**config.mk**
```make
export PLATFORM = sky130hd
export DESIGN_NAME = reg_file_2r1w
export DESIGN_NICKNAME = d
export VERILOG_FILES = /design/src/rtl/reg_file_pkg.sv /design/src/rtl/reg_file_rd_port.sv /design/src/rtl/reg_file_2r1w.sv
export SDC_FILE = /design/constraint.sdc
export NUM_CORES = 1
export LEC_CHECK = 0
export ABC_AREA = 1
export ABC_CLOCK_PERIOD_IN_PS = 6250
export BUFFER_PORTS_ARGS = -buffer_cell sky130_fd_sc_hd__buf_2
export CAP_MARGIN = 20
export CORE_UTILIZATION = 45
export DETAILED_ROUTE_END_ITERATION = 6
export GPL_TIMING_DRIVEN = 0
export HOLD_SLACK_MARGIN = 0.06
export PLACE_DENSITY_LB_ADDON = 0.15
export SLEW_MARGIN = 20
export SYNTH_ARGS = -nofsm -noshare
export SYNTH_HDL_FRONTEND = slang
export SYNTH_SLANG_ARGS = --single-unit
```
**constraint.sdc**
```tcl
create_clock -name clk -period 6.25 [get_ports clk]
set_input_delay 1.25 -clock clk [delete_from_list [all_inputs] [get_ports clk]]
set_output_delay 1.25 -clock clk [all_outputs]
set_load 0.01 [all_outputs]
```
**src/rtl/reg_file_pkg.sv**
```systemverilog
// Shared types and helpers for the two-read/one-write register file.
// Holds the controller state encoding and the byte-merge rule that the
// write path and the read bypass must apply identically.
package reg_file_pkg;

    typedef enum logic {
        ST_IDLE  = 1'b0,
        ST_CLEAR = 1'b1
    } rf_state_t;

    // byte_merge works on a fixed maximum width so every instance can share
    // it; callers widen their operands and truncate the result back.
    localparam int RF_MAX_BE = 16;
    localparam int RF_MAX_DW = 8 * RF_MAX_BE;

    function automatic logic [RF_MAX_DW-1:0] byte_merge(
        input logic [RF_MAX_DW-1:0] old_w,
        input logic [RF_MAX_DW-1:0] new_w,
        input logic [RF_MAX_BE-1:0] be
    );
        logic [RF_MAX_DW-1:0] res;
        res = old_w;
        for (int b = 0; b < RF_MAX_BE; b++) begin
            if (be[b]) begin
                res[8*b +: 8] = new_w[8*b +: 8];
            end
        end
        return res;
    endfunction

endpackage

```
**src/rtl/reg_file_rd_port.sv**
```systemverilog
// One registered read port with write-first bypass.
// Latency 1 cycle: rdata/rvalid update on the edge that samples ren.
// No backpressure; requests are dropped while the clear sweep runs.
module reg_file_rd_port
    import reg_file_pkg::*;
#(
    parameter int DATA_WIDTH = 8,
    parameter int ADDR_BITS  = 5,
    parameter int BE_WIDTH   = DATA_WIDTH / 8
) (
    input  logic                  clk,
    input  logic                  rst,
    input  logic [DATA_WIDTH-1:0] mem_word_i,
    input  logic                  wr_en_i,
    input  logic [ADDR_BITS-1:0]  waddr_i,
    input  logic [DATA_WIDTH-1:0] wdata_i,
    input  logic [BE_WIDTH-1:0]   wbe_i,
    input  logic                  ren_i,
    input  logic [ADDR_BITS-1:0]  raddr_i,
    input  logic                  busy_i,
    output logic [DATA_WIDTH-1:0] rdata_o,
    output logic                  rvalid_o
);

    logic [DATA_WIDTH-1:0] rdata_q, rdata_d;
    logic                  rvalid_q, rvalid_d;

    // Accept a read when idle; a same-cycle write to the same address wins.
    always_comb begin
        rvalid_d = ren_i & ~busy_i;
        rdata_d  = rdata_q;
        if (rvalid_d) begin
            if (wr_en_i && (waddr_i == raddr_i)) begin
                rdata_d = DATA_WIDTH'(byte_merge(RF_MAX_DW'(mem_word_i),
                                                 RF_MAX_DW'(wdata_i),
                                                 RF_MAX_BE'(wbe_i)));
            end else begin
                rdata_d = mem_word_i;
            end
        end
    end

    // Output registers; data holds whenever no read is accepted.
    always_ff @(posedge clk or posedge rst) begin
        if (rst) begin
            rdata_q  <= '0;
            rvalid_q <= 1'b0;
        end else begin
            rdata_q  <= rdata_d;
            rvalid_q <= rvalid_d;
        end
    end

    assign rdata_o  = rdata_q;
    assign rvalid_o = rvalid_q;

endmodule

```
**src/rtl/reg_file_2r1w.sv**
```systemverilog
// Register file, one byte-maskable write port and two registered read ports.
// Read latency 1 cycle with write-first bypass; clear sweep takes DEPTH edges.
// While busy (sweeping) all reads, writes and clear requests are ignored.
module reg_file_2r1w
    import reg_file_pkg::*;
#(
    parameter int                    DATA_WIDTH = 8,
    parameter int                    ADDR_BITS  = 5,
    parameter logic [DATA_WIDTH-1:0] INIT_VAL   = '0,
    parameter int                    BE_WIDTH   = DATA_WIDTH / 8
) (
    input  logic                  clk,
    input  logic                  rst,
    input  logic                  clr,
    input  logic                  wen,
    input  logic [ADDR_BITS-1:0]  waddr,
    input  logic [DATA_WIDTH-1:0] wdata,
    input  logic [BE_WIDTH-1:0]   wbe,
    input  logic                  ren0,
    input  logic [ADDR_BITS-1:0]  raddr0,
    output logic [DATA_WIDTH-1:0] rdata0,
    output logic                  rvalid0,
    input  logic                  ren1,
    input  logic [ADDR_BITS-1:0]  raddr1,
    output logic [DATA_WIDTH-1:0] rdata1,
    output logic                  rvalid1,
    output logic                  busy
);

    localparam int DEPTH = 2 ** ADDR_BITS;

    rf_state_t             state_q, state_d;
    logic [ADDR_BITS-1:0]  ptr_q, ptr_d;
    logic [DATA_WIDTH-1:0] mem_q [DEPTH];
    logic                  wr_fire;
    logic [DATA_WIDTH-1:0] wr_word;

    assign busy = (state_q == ST_CLEAR);

    // A clear request in the same cycle drops the write.
    assign wr_fire = (state_q == ST_IDLE) & wen & ~clr;
    assign wr_word = DATA_WIDTH'(byte_merge(RF_MAX_DW'(mem_q[waddr]),
                                            RF_MAX_DW'(wdata),
                                            RF_MAX_BE'(wbe)));

    // Sweep controller: walk ptr across every word, then return to idle.
    always_comb begin
        state_d = state_q;
        ptr_d   = ptr_q;
        case (state_q)
            ST_CLEAR: begin
                ptr_d = ptr_q + 1'b1;
                if (ptr_q == '1) begin
                    state_d = ST_IDLE;
                end
            end
            ST_IDLE: begin
                if (clr) begin
                    state_d = ST_CLEAR;
                    ptr_d   = '0;
                end
            end
            default: begin
                state_d = ST_CLEAR;
                ptr_d   = '0;
            end
        endcase
    end

    // Controller state; reset starts a fresh sweep from word 0.
    always_ff @(posedge clk or posedge rst) begin
        if (rst) begin
            state_q <= ST_CLEAR;
            ptr_q   <= '0;
        end else begin
            state_q <= state_d;
            ptr_q   <= ptr_d;
        end
    end

    // Storage array, deliberately unreset; the sweep initialises it.
    always_ff @(posedge clk) begin
        if (state_q == ST_CLEAR) begin
            mem_q[ptr_q] <= INIT_VAL;
        end else if (wr_fire) begin
            mem_q[waddr] <= wr_word;
        end
    end

    reg_file_rd_port #(
        .DATA_WIDTH (DATA_WIDTH),
        .ADDR_BITS  (ADDR_BITS),
        .BE_WIDTH   (BE_WIDTH)
    ) u_rd0 (
        .clk        (clk),
        .rst        (rst),
        .mem_word_i (mem_q[raddr0]),
        .wr_en_i    (wr_fire),
        .waddr_i    (waddr),
        .wdata_i    (wdata),
        .wbe_i      (wbe),
        .ren_i      (ren0),
        .raddr_i    (raddr0),
        .busy_i     (busy),
        .rdata_o    (rdata0),
        .rvalid_o   (rvalid0)
    );

    reg_file_rd_port #(
        .DATA_WIDTH (DATA_WIDTH),
        .ADDR_BITS  (ADDR_BITS),
        .BE_WIDTH   (BE_WIDTH)
    ) u_rd1 (
        .clk        (clk),
        .rst        (rst),
        .mem_word_i (mem_q[raddr1]),
        .wr_en_i    (wr_fire),
        .waddr_i    (waddr),
        .wdata_i    (wdata),
        .wbe_i      (wbe),
        .ren_i      (ren1),
        .raddr_i    (raddr1),
        .busy_i     (busy),
        .rdata_o    (rdata1),
        .rvalid_o   (rvalid1)
    );

endmodule

```
==> flow_summary.json, run 1 <==
{
  "hold_depth": 2,
  "rsz0062_at_grt": "false",
  "via_per_inst": 5.94,
  "critPathCaptureType": "flop",
  "io_buffer_count": 39,
  "drc": 0,
  "dp.final_hpwl_mm": 48.3,
  "hold_violations": 0,
  "ys.flop_type": "edfxtp_1",
  "synth_edf_count": 256,
  "path_clk_slew_ps": 50,
  "clock_latency_ps": 550,
  "postRouteAntennaNets": 0,
  "fmax_ghz": 0.292,
  "finalMaxSlewViolations": 0,
  "grt_use_met1_pct": 55.7,
  "fillers": 3120,
  "io_pins": 49,
  "drv_cap": 0,
  "gp_congestion": 0.994,
  "core_area_um2": 32800,
  "synth_area_per_cell_um2": 8.23,
  "place_inst": 2328,
  "mostFrequentLayoutCell": "nand2_1",
  "grtUsageTotal_pct": 40.0,
  "grt_overflow": 0,
  "mostFrequentLayoutCells": "nand2_1, nand3_1, inv_1",
  "met2_usage_pct": 56.6,
  "syn-cell-area_um2": 15100,
  "slew_headroom_pct": 20.7,
  "cpMaxStageDelayCell": "nor2_1",
  "cts-buffers-inserted": 34,
  "cp.arrival_ps": 3570,
  "std_cell_rows": 66,
  "grt_use_met3_pct": 12.6,
  "dieArea_um2": 34300,
  "worstPathRequired_ps": 6400,
  "ys_seq_area_share_pct": 54.8,
  "grt_pass1_vias": 12900,
  "cts-root-buf": "clkbuf_16",
  "synth.distinct_cells": 35,
  "antennaDiodeCount": 0,
  "path_cells": "buf_2 -> nor2_4 -> nand3_4 -> buf_6 -> o21ai_4 -> nand3_1 -> nor2_1",
  "cts_setup_buffers": 0,
  "outcome": "complete, no violations",
  "grt_pass1_wl_mm": 93.9,
  "path_class": "in -> reg",
  "wl_per_cell_um": 28.2,
  "synthToLayoutAreaGrowth_pct": 14.1,
  "r2r_start": "busy",
  "stdcell_count": 2391,
  "gr-max-usage-layer": "met2",
  "synth_cells": 1838,
  "drive_gt1_share_pct": 10.5,
  "p_leak_nw": 7.63,
  "htreeDepth": 2,
  "cp-start-kind": "input pin",
  "r2r_end": "mem_q[0][1]",
  "grt_max_degree": 33,
  "routed_wl_mm": 67.5,
  "die_y_um": 185,
  "report.final.setup_viol": 0,
  "setup-tns-final_ps": 0,
  "synth_nets": 1870,
  "async_flop_share_pct": 8.57,
  "post_cts_resized": 0,
  "vias": 14200,
  "drtIter0Drc": 2297,
  "ir_drop_mv": 0.261,
  "die_x_um": 185,
  "power.density_nw_per_um2": 329,
  "fin_worst_skew_ps": 27.6,
  "fin_crit_ps": 3420,
  "cts_hold_buf": 0,
  "cts_buffer_depth": 3,
  "yosys_register_bits": 280,
  "min_path_type": "reg -> reg",
  "fin_crit_sh_pct": 54.8,
  "slowest_delay_ps": 980,
  "max_slew.worst_pin.slew_ps": 1190,
  "crit_path_max_fanout": 10,
  "finish.instance_area_um2": 17300,
  "drt-pass1-iter-count": 6,
  "hold_start": "u_rd0.rdata_o[0]",
  "nets": 1956,
  "cts_tree": "yes",
  "initial_core_util_pct": 46.1,
  "ys_warn_count": 0,
  "ff2ff_path_depth": 7,
  "placed_area_um2": 16100,
  "grt_antenna_before_repair": 0,
  "min_to": "u_rd0.rdata_o[0]",
  "clock_sinks": 280,
  "r2r_setup_slack_ps": 3180
}
## worst max-delay path, delay by kind of cell
| family | cells | cell delay [ps] |
|---|---|---|
| buffers and inverters | 2 | 290 |
| AND/OR/NAND/NOR | 4 | 1850 |
| AO/OA/AOI/OAI | 1 | 170 |
## routing by layer
layer  routed length [µm]  part of all wire, %
met1                27600                   41
met2                27600                   41
met3                 9260                   14
met4                 3120                  4.6
met5                    0                    0
## worst max-delay path by stage
stage | from | to | slack, ps | cells after the start
final | clr | mem_q[0][1] | 2830 | 7
after global routing | clr | mem_q[12][1] | 2810 | 7
after CTS | clr | mem_q[28][1] | 2860 | 7
after detailed placement | clr | mem_q[28][3] | 2310 | 7
after global placement | clr | mem_q[5][2] | 1680 | 4
after floorplan | wbe | mem_q[4][0] | 3380 | 8
## where the power goes
group	switching, mW	leakage (nW)	total [mW]	internal (mW)
Combinational	0.970	4.50	1.29	0.319
Clock	0.826	0.515	1.97	1.14
Sequential	0.0942	2.61	2.42	2.32
## cell type report
type / count / area [µm²] / area share (%)
flip-flops and latches: 280 / 8290 / 48.0
multi-input cells: 1181 / 5410 / 31.3
inverters: 269 / 1010 / 5.87
clock buffers: 47 / 941 / 5.45
well taps: 442 / 553 / 3.20
plain buffers: 108 / 499 / 2.89
repair buffers: 50 / 403 / 2.33
clock inverters: 14 / 153 / 0.885
## state kept, by name, summed over array words and instances (netlist names)
name	cells
ptr_q	5
busy	1
u_rd0.rvalid_o	1
mem_q	256
u_rd1.rvalid_o	1
u_rd0.rdata_o	8
u_rd1.rdata_o	8
## cells in the mapped netlist, types with 2 or more instances
library cell / count / area (µm²)
nand3_2: 5 / 50.1
nand2_1: 532 / 2000
xor2_1: 4 / 35.0
inv_2: 4 / 15.0
buf_4: 3 / 22.5
clkbuf_1: 33 / 124
nor3_2: 2 / 20.0
or2_2: 2 / 12.5
clkinv_1: 4 / 15.0
o21ai_2: 4 / 35.0
dfrtp_1: 23 / 576
o21ai_0: 6 / 30.0
buf_6: 2 / 22.5
nand3_1: 464 / 2320
buf_2: 54 / 270
edfxtp_1: 256 / 7690
buf_1: 16 / 60.1
nor2_1: 105 / 394
nand4_2: 2 / 25.0
o211ai_1: 22 / 165
inv_1: 260 / 976
a21oi_1: 21 / 105
ha_1: 2 / 25.0
## cells by family (layout without fill, tap and decap cells)
| group | count (synthesis) | after routing | share of synthesized area [%] |
|---|---|---|---|
| buf+inv | 377 | 488 | 10.0 |
| compound gates | 55 | 55 | 2.39 |
| fa+ha+maj | 2 | 2 | 0.165 |
| simple gates | 1120 | 1120 | 32.4 |
| xor+xnor | 4 | 4 | 0.232 |
| flops | 280 | 280 | 54.8 |
## per-stage QoR
stage / worst slack [ps] / power (mW) / utilization [%] / hold WS [ps]
6_report: 2830 / 5.67 / 52.6 / 478
5_1_grt: 2810 / 5.85 / 52.6 / 499
4_1_cts: 2860 / 5.62 / 52.6 / 484
3_5_place_dp: 2310 / 3.68 / 49.2 / 469
3_3_place_gp: 1680 / 3.64 / 48.4 / 466
2_1_floorplan: 3380 / 3.14 / - / 458
Power figures use the tool's default switching activity.
==> run 2: changes to the inputs <==
--- a/config.mk
+++ b/config.mk
@@ -5,8 +5,8 @@
 export SDC_FILE = /design/constraint.sdc
 export NUM_CORES = 1
 export LEC_CHECK = 0
-export ABC_AREA = 1
-export ABC_CLOCK_PERIOD_IN_PS = 6250
+export ABC_AREA = 0
+export ABC_CLOCK_PERIOD_IN_PS = 3400
 export BUFFER_PORTS_ARGS = -buffer_cell sky130_fd_sc_hd__buf_2
 export CAP_MARGIN = 20
 export CORE_UTILIZATION = 45
==> constraint.sdc (replaced) <==
create_clock -name clk -period 3.4 [get_ports clk]
set_input_delay 0.68 -clock clk [delete_from_list [all_inputs] [get_ports clk]]
set_output_delay 0.68 -clock clk [all_outputs]
set_load 0.01 [all_outputs]
==> run 2 against run 1 <==
Die area is 11% lower. Cell count is 50% lower. Synthesized cell count is 61% lower. Critical path type is now reg -> reg. Worst setup slack worse by 2500 ps. Highest routed layer unchanged. Sequential power is 84% higher. Sequential share of layout area is 6.8 points higher. Largest power group unchanged. Core utilization is 0.40 points lower. Largest cell class unchanged. Design area is 12% lower.
==> flow_summary.json, run 2 <==
{
  "outcome": "complete, no violations",
  "io_pins": 49,
  "fillers": 2314,
  "fin_crit_ps": 3100,
  "yosysMostFrequentCell": "edfxtp_1",
  "die_y_um": 174,
  "post_cts_resized": 0,
  "vias": 7631,
  "yosys_register_bits": 280,
  "cts_setup_buffers": 0,
  "io_buffer_count": 41,
  "ir_drop_mv": 0.356,
  "cts-buffers-inserted": 30,
  "routed_wl_mm": 37.0,
  "drive_gt1_share_pct": 32.5,
  "async_flop_share_pct": 8.57,
  "power_mw": 9.48,
  "placed_area_um2": 14000,
  "fin_worst_skew_ps": 11.2,
  "drc": 0,
  "clock_latency_ps": 560,
  "cts_tree": "yes",
  "via_per_inst": 6.38,
  "synth_edf_count": 256,
  "fin_crit_sh_pct": 91.1,
  "report.final.setup_viol": 0,
  "synth_area_per_cell_um2": 18.7,
  "ys.flop_type": "edfxtp_1",
  "clock_sinks": 280,
  "path_class": "reg -> reg",
  "timing.hold.ws_ps": 110,
  "power.density_nw_per_um2": 627,
  "nets": 823,
  "synth_cells": 715,
  "grt_max_degree": 33,
  "syn-cell-area_um2": 13400,
  "std_cell_rows": 62,
  "initial_core_util_pct": 46.2,
  "cp-startpoint": "busy",
  "p_sw_share_pct": 27.2,
  "yosysTopAreaCell": "edfxtp_1",
  "cts_hold_buf": 0,
  "place_inst": 1140,
  "rsz0062_at_grt": "false",
  "grt_pass1_wl_mm": 54.2,
  "grt_pass1_vias": 7847,
  "wl_per_cell_um": 30.9,
  "drv_cap": 0,
  "antennaDiodeCount": 0,
  "synth.distinct_cells": 47,
  "p_leak_nw": 5.22,
  "htreeDepth": 1,
  "mostFrequentLayoutCell": "edfxtp_1",
  "register_area_um2": 8290,
  "comb_power_share_pct": 17.5,
  "crit_path_max_fanout": 10,
  "grt_antenna_before_repair": 0,
  "cp-start-kind": "flop",
  "die_x_um": 174,
  "synth_nets": 747,
  "grt_overflow": 0,
  "dieArea_um2": 30400,
  "max_slew.worst_pin.slew_ps": 1170,
  "worstPathRequired_ps": 3570,
  "synthTopCellsByArea": "edfxtp_1, mux4_2, dfrtp_1",
  "mostFrequentLayoutCells": "edfxtp_1, mux4_2, nand2_1",
  "dp.final_hpwl_mm": 25.5,
  "synthToLayoutAreaGrowth_pct": 13.1,
  "gp_congestion": 0.923,
  "internal-power_mw": 6.90,
  "ys_top_cells_by_count": "edfxtp_1, mux4_2, nand2_1",
  "switchingPower_mw": 2.58,
  "cp.arrival_ps": 3270,
  "top_register": "mem_q",
  "grtUsageTotal_pct": 25.1,
  "slew_headroom_pct": 22.0,
  "finalMaxSlewViolations": 0,
  "drt-pass1-iter-count": 7,
  "drtIter0Drc": 900,
  "clkPwrFrac_pct": 35.4,
  "synth.top_cell.area_share_pct": 57.5,
  "r2r_start": "busy",
  "cts-root-buf": "clkbuf_16",
  "fmax_ghz": 0.323,
  "ys_warn_count": 0,
  "stdcell_count": 1197,
  "core_area_um2": 28900,
  "finish.instance_area_um2": 15100,
  "critPathCaptureType": "flop",
  "min_path_type": "in -> async",
  "path_clk_slew_ps": 60,
  "postRouteAntennaNets": 0,
  "largest_reg_flops": 256,
  "ys_seq_area_share_pct": 62.0,
  "power_frac_seq_pct": 47.1,
  "multi_input_area_um2": 4750,
  "hold_violations": 0,
  "cts_buffer_depth": 3
}
[run 2: changes by cell type after synthesis, sizes merged, moves of 14 or more]
cell / change
nor2: -72
nand3: -464
o2111ai: +14
mux2: +15
inv: -250
clkbuf: -15
nand2: -467
mux4: +143
buf: -47
mux2i: +21
a21oi: -15
[run 2: kinds of logic after synthesis]
family          after synthesis  synth area share [%]
mux                         179                  27.3
simple gates                126                  4.04
flops                       280                  62.0
buf+inv                      61                  2.46
compound gates               57                  3.28
fa+ha+maj                     2                 0.187
xor+xnor                     10                 0.712
[run 2: worst paths after layout]
check | endpoint | slack, ps | cells past startpoint
setup / recovery | mem_q[29][2] | 300 | 7
hold / removal | u_rd1.rvalid_o | 110 | 2
setup reg to reg | mem_q[29][2] | 300 | 7
hold reg to reg | u_rd1.rdata_o[6] | 500 | 2
max in group asynchronous | u_rd1.rdata_o[1] | 2850 | 3
min in group clk | ptr_q[1] | 330 | 2
[run 2: worst max-delay path, cell delays in order (launching register included)]
cell      delay [ps]
dfstp_2          400
and4bb_2         350
clkbuf_1         360
buf_2            330
nand3_1          110
nand2_1           90
nand2_1          150
nor2_1           910
[run 2: through the flow]
| step | utilization [%] | setup TNS, ps | worst slack (ps) |
|---|---|---|---|
| CTS | 52.0 | 0 | 262 |
| global placement | 48.6 | -1790 | -86.3 |
| floorplan | - | 0 | 884 |
| global route | 52.2 | 0 | 158 |
| finish | 52.2 | 0 | 301 |
| detailed placement | 48.6 | -2550 | -132 |
[run 2: metal layers]
| metal | vias up | routed length, µm | track usage (%) |
|---|---|---|---|
| li1 | 3162 | - | - |
| met1 | 4039 | 15700 | 35.9 |
| met2 | 365 | 17100 | 38.2 |
| met3 | 65 | 3250 | 6.21 |
| met4 | 0 | 1020 | 7.31 |
| met5 | - | 0 | 0 |
[run 2: power by group through the flow]
stage	combinational [mW]	clock [mW]	sequential, mW
after detailed placement	1.64	0	4.53
after global routing	1.77	3.52	4.50
after global placement	1.62	0	4.49
after CTS	1.64	3.38	4.46
final	1.66	3.36	4.46
after floorplan	1.02	0	4.47
[run 2: area by class of cell]
cell class                 count  share of cell area, %
buffer                        46                   1.80
clock buffer                  38                   5.31
clock inverter                16                   1.34
inverter                      15                  0.373
multi-input combinational    374                   31.4
sequential                   280                   54.8
tap                          384                   3.18
timing repair buffer          44                   1.72
==> run 3: changes to the inputs <==
--- a/config.mk
+++ b/config.mk
@@ -7,7 +7,7 @@
 export LEC_CHECK = 0
 export ABC_AREA = 0
 export ABC_CLOCK_PERIOD_IN_PS = 3400
-export BUFFER_PORTS_ARGS = -buffer_cell sky130_fd_sc_hd__buf_2
+export BUFFER_PORTS_ARGS = -buffer_cell sky130_fd_sc_hd__buf_4
 export CAP_MARGIN = 20
 export CORE_UTILIZATION = 45
 export DETAILED_ROUTE_END_ITERATION = 6
==> run 3 against run 2 <==
Non-clock buffer count is 1 lower. Cell count hardly changed. Die area stayed put. Count of clock-buffer cells in the layout is 4 lower.
==> flow_summary.json, run 3 (synthesized netlist as in run 2, its figures left out) <==
{
  "rsz0062_at_grt": "false",
  "slew_headroom_pct": 23.5,
  "grt_pass1_wl_mm": 53.0,
  "drt-pass1-iter-count": 5,
  "finalMaxSlewViolations": 0,
  "ir_drop_mv": 0.445,
  "stdcell_count": 1198,
  "critPathCaptureType": "flop",
  "switchingPower_mw": 2.63,
  "std_cell_rows": 62,
  "io_pins": 49,
  "path_class": "reg -> reg",
  "drc": 0,
  "clock_sinks": 280,
  "cp.arrival_ps": 3180,
  "cp_top_family": "simple AND/OR/NAND/NOR gates",
  "initial_core_util_pct": 46.2,
  "min_path_type": "in -> async",
  "synthToLayoutAreaGrowth_pct": 13.4,
  "cts-buffers-inserted": 31,
  "grt_pass1_vias": 7801,
  "cp-start-kind": "flop",
  "cts_hold_buf": 0,
  "met2_usage_pct": 37.8,
  "nets": 823,
  "grt_use_met3_pct": 4.99,
  "fmax_ghz": 0.332,
  "worstPathRequired_ps": 3570,
  "outcome": "complete, no violations",
  "gr-max-usage-layer": "met2",
  "clock_latency_ps": 550,
  "cts_tree": "yes",
  "comb_power_share_pct": 18.5,
  "place_inst": 1140,
  "dieArea_um2": 30400,
  "core_area_um2": 28900,
  "drtIter0Drc": 842,
  "grt_overflow": 0,
  "io_buffer_count": 41,
  "grt_antenna_before_repair": 0,
  "cpMaxStageDelayCell": "nor2_1",
  "p_leak_nw": 5.23,
  "htreeDepth": 1,
  "path_cells": "and4bb_2 -> clkbuf_1 -> mux2i_1 -> nand2_1 -> nor2_1",
  "die_x_um": 174,
  "mostFrequentLayoutCells": "edfxtp_1, mux4_2, nand2_1",
  "r2r_start": "busy",
  "grtUsageTotal_pct": 24.5,
  "dp.final_hpwl_mm": 25.4,
  "largest_reg_flops": 256,
  "internal-power_mw": 6.72,
  "die_y_um": 174,
  "power_frac_seq_pct": 47.8,
  "fillers": 2308,
  "mostFrequentLayoutCell": "edfxtp_1",
  "fin_worst_skew_ps": 12.0,
  "antennaDiodeCount": 0,
  "grt_max_degree": 33,
  "gp_congestion": 0.926,
  "cts_buffer_depth": 3,
  "p_sw_share_pct": 28.1,
  "cts-root-buf": "clkbuf_16",
  "post-route-util_pct": 52.4,
  "slowest_delay_ps": 920,
  "wl_per_cell_um": 30.6,
  "vias": 7676,
  "path_buf_inv": 1,
  "crit_path_max_fanout": 10,
  "path_clk_slew_ps": 60,
  "post_cts_resized": 0,
  "fin_crit_sh_pct": 88.6,
  "via_per_inst": 6.41,
  "report.final.setup_viol": 0,
  "fin_crit_ps": 3010,
  "grt_use_met1_pct": 35.3,
  "drv_cap": 0,
  "hold_violations": 0,
  "routed_wl_mm": 36.6,
  "cp-startpoint": "busy",
  "top_register": "mem_q",
  "clkPwrFrac_pct": 33.7,
  "max_slew.worst_pin.slew_ps": 1140,
  "drive_gt1_share_pct": 32.1,
  "power.density_nw_per_um2": 617,
  "cts_setup_buffers": 0,
  "postRouteAntennaNets": 0
}
[run 3: cell count changes in the layout (fill, tap and decap cells not counted), sizes merged]
cell      change
buf           -2
bufinv        -3
clkbuf        -3
clkinv        +9
clkinvlp      -1
inv           +1
[run 3: per-stage QoR]
| stage | TNS, ps | setup WS, ps | area [µm²] | power, mW | hold slack, ps |
|---|---|---|---|---|---|
| floorplan | 0 | 884 | 13400 | 5.49 | 484 |
| global placement | -1910 | -124 | 14200 | 6.16 | 491 |
| detailed placement | 0 | 3.90 | 14200 | 6.24 | 501 |
| CTS | 0 | 420 | 15100 | 9.36 | 329 |
| global route | 0 | 271 | 15200 | 9.65 | 272 |
| finish | 0 | 387 | 15200 | 9.35 | 234 |
[run 3: cell type report]
cell class / count / area, µm² / share of cell area, %
tap: 384 / 480 / 3.17
buffer: 46 / 273 / 1.80
multi-input combinational: 374 / 4750 / 31.4
clock inverter: 22 / 158 / 1.04
sequential: 280 / 8290 / 54.7
timing repair buffer: 43 / 358 / 2.36
clock buffer: 34 / 787 / 5.19
inverter: 15 / 56.3 / 0.372
[run 3: layer usage]
layer / routed length (µm) / vias up / share of wire [%]
met5: 0 / - / 0
met3: 3020 / 59 / 8.2
li1: - / 3159 / -
met1: 15600 / 4083 / 42
met2: 16900 / 375 / 46
met4: 1180 / 0 / 3.2
[run 3: final timing paths]
check,to,cells after the start,slack [ps]
max reg2reg,mem_q[16][1],5,390
max in group asynchronous,u_rd1.rdata_o[3],2,2730
min in group clk,ptr_q[1],2,350
max,mem_q[16][1],5,390
min,u_rd0.rdata_o[5],2,230
min reg2reg,u_rd1.rdata_o[4],2,520
[run 3: power groups by stage]
stage	Combinational [mW]	Clock (mW)	Sequential [mW]
6_report	1.73	3.16	4.47
5_1_grt	1.81	3.33	4.51
4_1_cts	1.72	3.18	4.46
3_5_place_dp	1.71	0	4.53
3_3_place_gp	1.67	0	4.49
2_1_floorplan	1.02	0	4.47
